--- config.mk ---
export PLATFORM = sky130hd
export DESIGN_NAME = uart_cmd_parser
export DESIGN_NICKNAME = d
export VERILOG_FILES = /design/src/rtl/uart_cmd_pkg.sv /design/src/rtl/uart_cmd_parser.sv
export SDC_FILE = /design/constraint.sdc
export NUM_CORES = 1
export LEC_CHECK = 0
export CAP_MARGIN = 0
export CORE_UTILIZATION = 51
export DETAILED_ROUTE_END_ITERATION = 12
export GPL_TIMING_DRIVEN = 0
export PLACE_DENSITY = 0.8
export REMOVE_ABC_BUFFERS = 1
export SLEW_MARGIN = 30
export SYNTH_ARGS = -nofsm -noshare
export SYNTH_HDL_FRONTEND = slang
export SYNTH_SLANG_ARGS = --single-unit
--- constraint.sdc ---
create_clock -name clk -period 2.75 [get_ports clk]
set_clock_uncertainty 0.1 [all_clocks]
set_input_delay 0.4125 -clock clk [delete_from_list [all_inputs] [get_ports clk]]
set_output_delay 0.4125 -clock clk [all_outputs]
set_load 0.01 [all_outputs]
--- src/rtl/uart_cmd_pkg.sv ---
// Shared types and constants for the UART host command frame decoder.
package uart_cmd_pkg;

  localparam int unsigned DATA_W = 8;
  localparam int unsigned ADDR_W = 16;
  localparam int unsigned LEN_W  = 9;

  typedef enum logic [2:0] {
    IDLE   = 3'd0,
    CMD    = 3'd1,
    ADDR_H = 3'd2,
    ADDR_L = 3'd3,
    LEN    = 3'd4,
    DATA   = 3'd5
  } state_e;

  localparam logic [DATA_W-1:0] SYNC_BYTE_DEF = 8'hAA;
  localparam logic [DATA_W-1:0] CMD_WR_DEF    = 8'h01;
  localparam logic [DATA_W-1:0] CMD_RD_DEF    = 8'h02;

  localparam logic [1:0] ERR_CMD = 2'd0;
  localparam logic [1:0] ERR_OVF = 2'd1;
  localparam logic [1:0] ERR_TMO = 2'd2;

  // A LEN byte of zero stands for a full 256-byte transfer.
  function automatic logic [LEN_W-1:0] decode_len(input logic [DATA_W-1:0] b);
    return (b == '0) ? LEN_W'(256) : LEN_W'(b);
  endfunction

endpackage

--- src/rtl/uart_cmd_parser.sv ---
// Decodes UART host frames (SYNC, CMD, ADDR_H, ADDR_L, LEN[, payload]) into SDRAM requests.
// Optional inter-byte timeout enabled by defining UART_CMD_TIMEOUT_EN.
module uart_cmd_parser
  import uart_cmd_pkg::*;
#(
  parameter logic [7:0]  SYNC_BYTE     = SYNC_BYTE_DEF,
  parameter logic [7:0]  CMD_WR        = CMD_WR_DEF,
  parameter logic [7:0]  CMD_RD        = CMD_RD_DEF,
  parameter int unsigned CLK_FREQ      = 50_000_000,
  parameter int unsigned BAUD          = 9600,
  parameter int unsigned TIMEOUT_BYTES = 4
) (
  input  logic              clk,
  input  logic              rstn,
  input  logic [DATA_W-1:0] rx_data,
  input  logic              po_flag,
  input  logic              wr_full,
  output logic              wr_start,
  output logic [ADDR_W-1:0] wr_addr,
  output logic [LEN_W-1:0]  wr_len,
  output logic              wr_en,
  output logic [DATA_W-1:0] wr_data,
  output logic              wr_done,
  output logic              rd_start,
  output logic [ADDR_W-1:0] rd_addr,
  output logic [LEN_W-1:0]  rd_len,
  output logic              busy,
  output logic              err,
  output logic [1:0]        err_code
);

  state_e              state_q, state_d;
  logic                is_wr_q, is_wr_d;
  logic [ADDR_W-1:0]   addr_q, addr_d;
  logic [LEN_W-1:0]    cnt_q, cnt_d;
  logic                wr_start_q, wr_start_d;
  logic [ADDR_W-1:0]   wr_addr_q, wr_addr_d;
  logic [LEN_W-1:0]    wr_len_q, wr_len_d;
  logic                wr_en_q, wr_en_d;
  logic [DATA_W-1:0]   wr_data_q, wr_data_d;
  logic                wr_done_q, wr_done_d;
  logic                rd_start_q, rd_start_d;
  logic [ADDR_W-1:0]   rd_addr_q, rd_addr_d;
  logic [LEN_W-1:0]    rd_len_q, rd_len_d;
  logic                busy_q, busy_d;
  logic                err_q, err_d;
  logic [1:0]          err_code_q, err_code_d;

`ifdef UART_CMD_TIMEOUT_EN
  localparam int unsigned TMO_LIMIT = TIMEOUT_BYTES * 10 * CLK_FREQ / BAUD - 1;
  localparam int unsigned TMO_W     = $clog2(TMO_LIMIT + 1);
  logic [TMO_W-1:0] tmo_q, tmo_d;
`else
  logic [31:0] tmo_cfg_unused;
  assign tmo_cfg_unused = CLK_FREQ ^ BAUD ^ TIMEOUT_BYTES;
`endif

  // State register and all registered outputs
  always_ff @(posedge clk or negedge rstn) begin
    if (!rstn) begin
      state_q    <= IDLE;
      is_wr_q    <= 1'b0;
      addr_q     <= '0;
      cnt_q      <= '0;
      wr_start_q <= 1'b0;
      wr_addr_q  <= '0;
      wr_len_q   <= '0;
      wr_en_q    <= 1'b0;
      wr_data_q  <= '0;
      wr_done_q  <= 1'b0;
      rd_start_q <= 1'b0;
      rd_addr_q  <= '0;
      rd_len_q   <= '0;
      busy_q     <= 1'b0;
      err_q      <= 1'b0;
      err_code_q <= '0;
`ifdef UART_CMD_TIMEOUT_EN
      tmo_q      <= '0;
`endif
    end else begin
      state_q    <= state_d;
      is_wr_q    <= is_wr_d;
      addr_q     <= addr_d;
      cnt_q      <= cnt_d;
      wr_start_q <= wr_start_d;
      wr_addr_q  <= wr_addr_d;
      wr_len_q   <= wr_len_d;
      wr_en_q    <= wr_en_d;
      wr_data_q  <= wr_data_d;
      wr_done_q  <= wr_done_d;
      rd_start_q <= rd_start_d;
      rd_addr_q  <= rd_addr_d;
      rd_len_q   <= rd_len_d;
      busy_q     <= busy_d;
      err_q      <= err_d;
      err_code_q <= err_code_d;
`ifdef UART_CMD_TIMEOUT_EN
      tmo_q      <= tmo_d;
`endif
    end
  end

  // Next-state and output decode; the frame advances only on po_flag
  always_comb begin
    state_d    = state_q;
    is_wr_d    = is_wr_q;
    addr_d     = addr_q;
    cnt_d      = cnt_q;
    wr_start_d = 1'b0;
    wr_addr_d  = wr_addr_q;
    wr_len_d   = wr_len_q;
    wr_en_d    = 1'b0;
    wr_data_d  = wr_data_q;
    wr_done_d  = 1'b0;
    rd_start_d = 1'b0;
    rd_addr_d  = rd_addr_q;
    rd_len_d   = rd_len_q;
    err_d      = 1'b0;
    err_code_d = err_code_q;

    if (po_flag) begin
      case (state_q)
        IDLE: begin
          if (rx_data == SYNC_BYTE) state_d = CMD;
        end
        CMD: begin
          if (rx_data == CMD_WR) begin
            is_wr_d = 1'b1;
            state_d = ADDR_H;
          end else if (rx_data == CMD_RD) begin
            is_wr_d = 1'b0;
            state_d = ADDR_H;
          end else begin
            err_d      = 1'b1;
            err_code_d = ERR_CMD;
            state_d    = IDLE;
          end
        end
        ADDR_H: begin
          addr_d[15:8] = rx_data;
          state_d      = ADDR_L;
        end
        ADDR_L: begin
          addr_d[7:0] = rx_data;
          state_d     = LEN;
        end
        LEN: begin
          if (is_wr_q) begin
            wr_start_d = 1'b1;
            wr_addr_d  = addr_q;
            wr_len_d   = decode_len(rx_data);
            cnt_d      = decode_len(rx_data);
            state_d    = DATA;
          end else begin
            rd_start_d = 1'b1;
            rd_addr_d  = addr_q;
            rd_len_d   = decode_len(rx_data);
            state_d    = IDLE;
          end
        end
        DATA: begin
          // A byte arriving while the FIFO is full is dropped but still counted.
          cnt_d = cnt_q - LEN_W'(1);
          if (wr_full) begin
            err_d      = 1'b1;
            err_code_d = ERR_OVF;
          end else begin
            wr_en_d   = 1'b1;
            wr_data_d = rx_data;
          end
          if (cnt_q == LEN_W'(1)) begin
            wr_done_d = 1'b1;
            state_d   = IDLE;
          end
        end
        default: state_d = IDLE;
      endcase
    end

`ifdef UART_CMD_TIMEOUT_EN
    tmo_d = (state_q == IDLE || po_flag) ? '0 : tmo_q + TMO_W'(1);
    if (!po_flag && state_q != IDLE && tmo_q == TMO_W'(TMO_LIMIT)) begin
      err_d      = 1'b1;
      err_code_d = ERR_TMO;
      state_d    = IDLE;
      tmo_d      = '0;
    end
`endif

    busy_d = (state_d != IDLE);
  end

  assign wr_start = wr_start_q;
  assign wr_addr  = wr_addr_q;
  assign wr_len   = wr_len_q;
  assign wr_en    = wr_en_q;
  assign wr_data  = wr_data_q;
  assign wr_done  = wr_done_q;
  assign rd_start = rd_start_q;
  assign rd_addr  = rd_addr_q;
  assign rd_len   = rd_len_q;
  assign busy     = busy_q;
  assign err      = err_q;
  assign err_code = err_code_q;

endmodule

==> run summary <==
The run finished with clean final reports. The count of port buffers added during placement came out at 76. The most frequent cell after synthesis is nand2_1. The detailed router finished its first iteration with roughly 250 violations. After clock tree synthesis, the clock-pin slew on the worst setup and hold paths is approximately 0.090 ns. Max-cap violations in this run came to 0.

The number of endpoints with negative hold slack in the final report came out at 0. The post-layout total power came out at between 2 and 3 mW. TritonCTS built the clock tree.

The final routed DRC violation total came out at 0. The fraction of final layout cells with drive strength greater than 1 is 0.106. The number of fill cells is 528. The cell sitting at the root of the clock tree is a clkbuf_8. The count of final max-slew check failures came out at 0. Entering global routing, the biggest net connects 51 pins. At the placement stage, the worst setup path has a slack of -0.605 ns. The clock latency at the later pin of the worst-skew pair is between 0.3 and 0.4 ns. Synthesis produced around 400 cells. The average cell area after synthesis is ~10 um^2. The number of enable-type register cells in the synthesized netlist came out at 0. For this configuration, the core starts out at a cell density of 0.535. Walking the worst path, the cells encountered are clkdlybuf4s50_1, nor4bb_4, nand2_4, clkinv_1, nand2_1, a31oi_1. The detailed-placement wirelength estimate came out at 5730 um. The count of unique library cells instantiated by Yosys is 51.

The final clock period utilization by the worst path is 0.926. The post-detailed-route count of antenna-violating nets came out at 0. The aggregate routed wire length is a little under 9000 um.

The repair_antennas step left the layout with diodes totalling 0. The buffer and inverter count on the worst path is 2. Static timing analysis puts the maximum clock frequency at just under 0.4 GHz. The final critical delay including setup and external delays is around 2.5 ns. STA classifies the critical path startpoint as an input port. Setup repair after global routing left no endpoint under its margin.

The vertical die dimension is 89.7 um. The worst setup path is captured at a register. Setup violations remaining at the end of the flow were counted as 0. After clock tree synthesis, the setup repair step added 0 buffers. Counting the buffers created by CTS gives 9. The synthesized netlist occupies a cell area of approximately 0.0039 mm^2. The number of global-route vias before repair came to roughly 2.7k.

After layout, the worst setup slack is between 0.2 and 0.25 ns. The transition time of the tightest slew-check pin is 0.698 ns. The worst-case IR drop observed on VDD is approximately 300 uV. In the post-synthesis netlist, the biggest area contributors are dfrtp_1, nand2_1, mux2_2.

For this run, the leading register cell type out of synthesis is dfrtp_1. The die width is roughly 90 um. The share of Yosys cell area claimed by the top area cell type is 0.600. The termination of the worst setup path is cnt_q[5]$_DFFE_PN0P_. The total of warnings raised by yosys came out at 0. The count of nets after finishing is around 470. The tightest slew margin relative to the limit is 0.532.

The core region area came out at approximately 0.0073 mm^2. The startpoint identified for the worst register-to-register timing path is state_q[0]$_DFF_PN0_. The category of cells accounting for the largest share of critical-path delay is buffers and inverters. The worst hold path begins at rd_addr[7]$_DFFE_PN0P_.

The area used by multi-input combinational logic came out at ~0.0015 mm^2. The critical path starts at po_flag. The buffer levels on the longest clock path came out at 2. The critical path in this run is classified as in -> reg. By count the netlist is led by nand2_1, dfrtp_1, mux2_2, o21ai_0, clkbuf_1.

The peak fanout along the critical path came out at 30. The delay of the slowest cell on the worst path is ~0.72 ns. In the final routed layout, each cell accounts on average for about 16 um. In the routed layout, each cell is associated on average with a via count of around 5.4.

During I/O placement, the number of pins put on the boundary was 78. The min-delay analysis places its worst path in the category reg -> reg. The initial antenna violation count came out at 0. Setup slack on the worst reg-to-reg path comes out at about 0.34 ns. The layout-stage area growth over the synthesis result is 28.1%.

After synthesis the netlist holds a flip-flop and latch count of 94. The final weighted congestion of routability-driven global placement is approximately 0.8. Data on the critical path is required at its endpoint by roughly 2.9 ns. The routed layout has ~3k vias. In the global route stage, overall resource usage came out at 0.230. The die covers just over 0.008 mm^2. The critical path arrival is between 2 and 3 ns. Of all cell types, the one taking the most synthesized area is dfrtp_1. The part of the Yosys area used for sequential elements came out at 0.600.

The slowest stage of the critical path belongs to the cell clkdlybuf4s50_1. The pre-antenna-repair detailed-routing pass consisted of 5 iterations. The sequential standard cell area is about 0.0024 mm^2. The number of clock sinks is 94. In this run the critical register-to-register path is captured at cnt_q[8]$_DFFE_PN0P_. The critical path crosses 6 cells after its start point.

The fraction of registers with async set/reset is 1.00. The path depth of the worst reg2reg path is 5. The level count of the clock H-tree came out at 3.

After global routing the overflow that remains totals 0. For this design the ratio of total power to cell area is approximately 540 mW/mm^2. The initialized floorplan defines 31 standard-cell rows. The wire length of the first global-routing pass is 13600 um.

Summed over all cells, the static leakage comes to between 2 and 2.5 nW.
## per-stage QoR
stage          cells  instance area, um^2  hold WS (ns)   util  TNS, ns
3_3_place_gp     544                 4710         0.357  0.643  -238.00
2_1_floorplan    369                 3830        0.0169      -        0
4_1_cts          562                 5010         0.385  0.684        0
3_5_place_dp     545                 4760         0.259  0.650   -18.74
5_1_grt          562                 5020         0.395  0.685        0
6_report         562                 5020         0.380  0.685        0
## repair_timing
action                                  CTS  global route
endpoints found under the hold margin    44             0
endpoints found under the setup margin   24            26
hold buffers                              1             0
resized for setup                         2             2
pin swaps                                 0             0
## final cells by class
cell class | instances | share of cell area
Clock buffer | 10 | 0.0274
Clock inverter | 6 | 0.0182
Inverter | 9 | 0.00698
Multi-Input combinational cell | 266 | 0.295
Sequential cell | 94 | 0.468
Tap cell | 99 | 0.0247
Timing Repair Buffer | 78 | 0.159
## where the power goes
| group | total, mW | switching [mW] | leakage [nW] | internal (mW) |
|---|---|---|---|---|
| clock network | 1.03 | 0.485 | 0.117 | 0.543 |
| registers | 1.48 | 0.0445 | 1.30 | 1.43 |
| logic | 0.221 | 0.116 | 1.06 | 0.105 |
## routing by layer
metal | global-route usage | part of all wire | routed length [um] | up-vias
li1 | - | - | - | 1434
met1 | 0.320 | 0.44 | 3860 | 1502
met2 | 0.360 | 0.49 | 4260 | 108
met4 | 0.0794 | 0.012 | 108 | 0
met5 | 0 | 0 | 0 | -
met3 | 0.0494 | 0.062 | 547 | 9
## cell families (layout without fill, tap and decap cells)
logic type,after synthesis,after routing,share of synthesized area
XOR/XNOR,1,1,0.00223
buffers and inverters,31,103,0.0319
flip-flops,94,94,0.600
multiplexers,21,21,0.0603
AND/OR/NAND/NOR,192,192,0.212
other,1,1,0.000957
adder cells (fa/ha/maj),2,2,0.00638
AO/OA/AOI/OAI,49,49,0.0862
## tightest hold or removal path, cell delays in order (launching register included)
cell	delay (ns)
dfrtp_1	0.35
nand2_1	0.05
nand2_1	0.05
## placed cells by master, fill, tap and decap left out, types with 2 or more instances in the layout
cell type and n:
a31oi_1 2, nand2_1 153, or3_1 4, or4b_1 2, nor4bb_4 2, clkinv_2 2, o41ai_1 2, nand3b_1 2
a221o_1 2, nor3_1 3, o31a_1 2, clkbuf_8 10, o2bb2ai_1 2, ha_1 2, mux2_2 21, nor2_1 7
dfrtp_1 94, nand2b_1 2, bufinv_16 2, inv_6 2, nor3b_1 3, inv_1 7, nand4b_1 2, clkdlybuf4s50_1 75
nand3_1 3, o21ai_0 16, o311a_1 2, a21oi_1 8
## flip-flops by register name, indices dropped and copies added, names as in the netlist
name      count
wr_en         1
err_code      1
rd_len        9
wr_data       8
wr_start      1
busy          1
is_wr_q       1
addr_q       16
wr_done       1
rd_addr      16
wr_addr      16
wr_len        9
rd_start      1
cnt_q         9
state_q       3
err           1
## worst min-delay path by stage
stage / end / slack, ns / cells past startpoint
6_report: rd_addr[7]$_DFFE_PN0P_ / 0.38 / 2
2_1_floorplan: addr_q[0]$_DFFE_PN0P_ / 0.02 / 0
4_1_cts: wr_addr[5]$_DFFE_PN0P_ / 0.38 / 2
5_1_grt: wr_addr[5]$_DFFE_PN0P_ / 0.40 / 2
3_5_place_dp: wr_addr[7]$_DFFE_PN0P_ / 0.26 / 1
3_3_place_gp: rd_len[8]$_DFFE_PN0P_ / 0.36 / 2
Note: power is estimated with default switching activity, not from simulation.
==> RTL edit 1 (same flow settings) <==
The 6 states of `state_e` get a one-hot encoding in 6 bits.
--- a/src/rtl/uart_cmd_pkg.sv
+++ b/src/rtl/uart_cmd_pkg.sv
@@ -7,9 +7,9 @@
 
-  typedef enum logic [2:0] {
-    IDLE   = 3'd0,
-    CMD    = 3'd1,
-    ADDR_H = 3'd2,
-    ADDR_L = 3'd3,
-    LEN    = 3'd4,
-    DATA   = 3'd5
+  typedef enum logic [5:0] {
+    IDLE   = 6'b000001,
+    CMD    = 6'b000010,
+    ADDR_H = 6'b000100,
+    ADDR_L = 6'b001000,
+    LEN    = 6'b010000,
+    DATA   = 6'b100000
   } state_e;
Function: no difference found for any inputs over 10 cycles, from zero or initial values and one cycle with rstn low; not proved beyond that.
==> RTL edit 1 against the unedited design <==
- count of clock-buffer cells in the layout rose by 1
- area after synthesis increased by 5.7%
- sequential cell count grew 3
- synthesized cell count is 4.9% lower
- cell area increased by 3.7%
- setup slack better by 0.026 ns
- via count down 0.95%
- routed wire length is 1.2% higher
- critical path depth fell by 1
- global-route usage fell by 0.31 points
- critical endpoint is now cnt_q[0]$_DFFE_PN0P_
Power is not compared: it rests on default switching activity, and its combinational part moved more than twofold at a synthesized area within 25%.
==> RTL edit 1: results (changes against the unedited design) <==
Parameter                              Value

Setup path
  Kind of cell adding the most delay to the critical path    simple AND/OR/NAND/NOR gates
  Slowest cell on crit path    sky130_fd_sc_hd__and2_1
  Worst reg2reg setup slack    0.23 ns (-0.11 ns)
  Critical path capture point    cnt_q[0]$_DFFE_PN0P_
  Start point of the critical path    state_q[1]$_DFF_PN0_
  Crit path arrival time    2.69 ns (-0.04 ns)

Cells and area
  #MultiIn Comb    244 (-8.3%)
  Nets@finish    458 (-3.0%)
  Clock buf count    11 (+1)
  Final Non-Filler Cells    551 (-2.0%)
  Number of inserted filler cells in the final layout    592 (+12%)
  Register Area    0.00243 mm² (+3.2%)
  Area of combinational cells with multiple inputs    0.00158 mm² (+6.6%)

Logic synthesis
  Gate count after technology mapping    372 (-4.9%)
  Count of cell types in the netlist    46 (-9.8%)
  Number of synthesized register bits    97 (+3.2%)

Clock network
  Total of cells resized after clock tree synthesis    0 (-2)

Placement
  Worst-case setup slack after placement    -0.0401 ns (+0.565 ns)
  Placed cell count    534 (-2.0%)
  Placer Congestion    0.875 (+8.4%)
  HPWL after detailed placement    6120 µm (+6.8%)

Global route
  M2 GR Usage    36.6% (+0.55 points)
  Total global routing track utilization    22.7% (-0.31 points)
  Wire length of the first global-routing pass    14700 µm (+8.5%)
  Fraction of met3 tracks used by global routing    4.31% (-0.62 points)
  Via count of the first global-routing pass    2898 (+7.4%)
  Pin count of the biggest net entering global routing    73 (+43%)

Outcome
  Outcome    complete, no violations

Route
  Met2 Wirelength    4390 µm (+3.2%)
  Routed via count    3024 (-0.95%)
  Post-route met1 wirelength    4130 µm (+7.1%)

Timing
  Final Critical Period    2.52 ns (-0.0256 ns)

Hold path
  Worst hold endpoint    rd_addr[6]$_DFFE_PN0P_

Die
  Well Taps    102 (+3.0%)

Pwr
  Final total power    3.33 mW
## RTL edit 1: cell types whose count changed after synthesis, moves of 5 or more
cell	unedited run	this run
sky130_fd_sc_hd__nor3_1	3	8
sky130_fd_sc_hd__mux2_4	0	8
sky130_fd_sc_hd__a21oi_1	8	15
sky130_fd_sc_hd__clkbuf_1	14	9
sky130_fd_sc_hd__o21ai_0	16	11
sky130_fd_sc_hd__nand2_1	154	85
sky130_fd_sc_hd__inv_1	7	12
sky130_fd_sc_hd__nor2_1	7	13
sky130_fd_sc_hd__o21ai_1	0	7
sky130_fd_sc_hd__mux2_1	0	18
## RTL edit 1: cells by family (layout without fill, tap and decap cells)
family	Yosys count	after routing	synth area share, %
AND/OR/NAND/NOR	140	140	15.9
flip-flops	97	97	58.6
AO/OA/AOI/OAI	55	55	8.15
multiplexers	45	45	13.0
buffers and inverters	31	108	3.44
adder cells (fa/ha/maj)	2	2	0.604
other	1	1	0.0905
XOR/XNOR	1	1	0.211
==> RTL edit 2 (same settings) <==
Made on the original files. The package constant `LEN_W` goes from 9 to 8.
--- a/src/rtl/uart_cmd_pkg.sv
+++ b/src/rtl/uart_cmd_pkg.sv
@@ -5,3 +5,3 @@
   localparam int unsigned ADDR_W = 16;
-  localparam int unsigned LEN_W  = 9;
+  localparam int unsigned LEN_W  = 8;
 
Ports: changed (resized rd_len and wr_len); port bits go from 78 to 76. No check against the original RTL was run, so the function may have changed too.
==> RTL edit 2 against the unedited design <==
- first-iteration DRC count down 47%
- largest cell class unchanged
- setup slack better by 0.12 ns
- routed wire length down 11%
- cell area down 3.7%
- count of clock-buffer cells in the layout unchanged
- sequential cell count down 3
- area after synthesis down 4.2%
Power is not compared: it rests on default switching activity, and its combinational part moved more than twofold at a synthesized area within 25%.
==> RTL edit 2: results (changes against the unedited design) <==
Parameter                              Value

Placement
  Standard cell area after detailed placement    0.00460 mm² (-3.5%)
  Port Buf Inserts    74 (-2.6%)
  Placed cell count    440 (-19%)
  HPWL after detailed placement    5310 µm (-7.3%)
  Placer Congestion    0.906 (+12%)

Pwr
  Maximum VDD drop    between 0.0006 and 0.0007 V
  LEAKAGE    2.12 nW

Global route
  Wire length of the first global-routing pass    12900 µm (-4.7%)
  Pin count of the biggest net entering global routing    70 (+37%)
  Total global routing track utilization    22.9% (-0.063 points)
  Number of antenna violations at the first check in global routing    0 (unchanged)

Clock network
  H-Tree Depth    3 (unchanged)
  CTS clock-pin slew for the worst setup and hold paths    0.09 ns (about the same)
  Inserted Clock Buffers    9 (unchanged)
  Total of cells resized after clock tree synthesis    0 (-2)

Setup path
  Slowest cell on crit path    sky130_fd_sc_hd__nand4_2
  Largest driver fanout on the critical path    26 (-13%)
  Worst stage delay on the critical path    0.83 ns (+0.11 ns)
  Worst Reg2Reg Path Length in Cells    4 (-1)
  Worst reg2reg setup slack    0.36 ns (+0.02 ns)
  Kind of cell adding the most delay to the critical path    simple AND/OR/NAND/NOR gates
  Crit path arrival time    2.57 ns (-0.16 ns)
  Endpoint of the lowest-slack register-to-register path    wr_data[5]$_DFFE_PN0P_

Logic synthesis
  Top cells by instance count after synthesis    sky130_fd_sc_hd__dfrtp_1, sky130_fd_sc_hd__mux2_2, sky130_fd_sc_hd__nand2_1, sky130_fd_sc_hd__o21ai_0
  Sequential-to-total area share from yosys stat    60.7% (+0.66 points)
  Synth area leaders    sky130_fd_sc_hd__dfrtp_1, sky130_fd_sc_hd__mux2_2, sky130_fd_sc_hd__mux2_1
  Gate count after technology mapping    279 (-29%)
  Share of synthesized registers carrying an async set or reset    100% (unchanged)
  Count of cell types in the netlist    47 (-7.8%)

Route
  First-pass DRT Iterations    4 (-1)
  Routed via count    2505 (-18%)
  DRT Wirelength    7840 µm (-11%)
  Drt initial violations    134 (-47%)

Cells and area
  Final Non-Filler Cells    457 (-19%)
  Nets@finish    370 (-22%)
  Number of inserted filler cells in the final layout    525 (-0.57%)
  Area of combinational cells with multiple inputs    0.00137 mm² (-7.3%)
  Fraction of layout instances using a drive strength above 1    23.8% (+13 points)

Outcome
  Outcome    complete, no violations

Hold path
  Worst hold path type    in2async

Timing
  Max-slew headroom    37.3% (-16 points)
-- RTL edit 2: changes by cell type after synthesis, sizes merged, moves of 3 or more --
cell / unedited run / this run
nand3: 3 / 7
nor4: 0 / 3
dfrtp: 94 / 91
nor2: 8 / 11
nand2: 154 / 14
clkbuf: 14 / 2
mux2: 21 / 68
or3: 4 / 1
-- RTL edit 2: logic make-up (layout without fill, tap and decap cells) --
kind of cell               count (synthesis)  count (layout)  synth area share [%]
AOI/OAI and AO/OA                         39              39                  6.60
buffers and inverters                     20             102                  2.73
xor gates and xnor gates                   1               1                 0.233
DFF                                       91              91                  60.7
and+or+nand+nor                           57              57                  8.60
muxes                                     68              68                  20.4
adders and majority gates                  2               2                 0.667
other                                      1               1                0.0999
-- RTL edit 2: layer usage --
metal / up-vias / track usage, % / routed length, µm
li1: 1159 / - / -
met3: 8 / 6.41 / 379
met4: 0 / 7.75 / 99
met1: 1269 / 29.8 / 3470
met2: 69 / 37.3 / 3890
met5: - / 0 / 0
-- RTL edit 2: how the worst max path moves through the flow --
stage | start | end | slack, ns
3_3_place_gp | rstn | wr_len[2]$_DFFE_PN0P_ | -2.02
5_1_grt | po_flag | wr_addr[0]$_DFFE_PN0P_ | 0.17
4_1_cts | po_flag | wr_addr[0]$_DFFE_PN0P_ | 0.28
6_report | po_flag | wr_addr[0]$_DFFE_PN0P_ | 0.32
2_1_floorplan | state_q[1]$_DFF_PN0_ | rd_len[3]$_DFFE_PN0P_ | 0.70
3_5_place_dp | po_flag | wr_addr[0]$_DFFE_PN0P_ | -0.08
-- RTL edit 2: area by class of cell --
class,count,area share [%]
Sequential cell,91,47.1
Clock buffer,10,2.84
Multi-Input combinational cell,168,28.4
Clock inverter,6,1.94
Timing Repair Buffer,78,16.7
Inverter,8,0.621
Tap cell,96,2.48
-- RTL edit 2: metrics by stage --
step | setup TNS (ns) | worst slack [ns] | hold WS, ns | total power, mW
after CTS | 0 | 0.284 | 0.362 | 4.66
after detailed placement | -1.48 | -0.0808 | 0.176 | 3.63
after floorplan | 0 | 0.702 | 0.0169 | 2.76
after global routing | 0 | 0.168 | 0.379 | 4.89
final | 0 | 0.320 | 0.373 | 4.61
after global placement | -193.91 | -2.02 | 0.368 | 3.54
-- RTL edit 2: report_power, final --
group          total, mW  switching (mW)  internal, mW
sequential          2.12           0.303          1.82
clock               1.02           0.476         0.546
combinational       1.47           0.551         0.917
-- RTL edit 2: what timing repair did --
action	CTS	global route
endpoints found under the setup margin	0	0
hold buffers	1	0
hold endpoints to repair	22	0
setup buffers	0	0
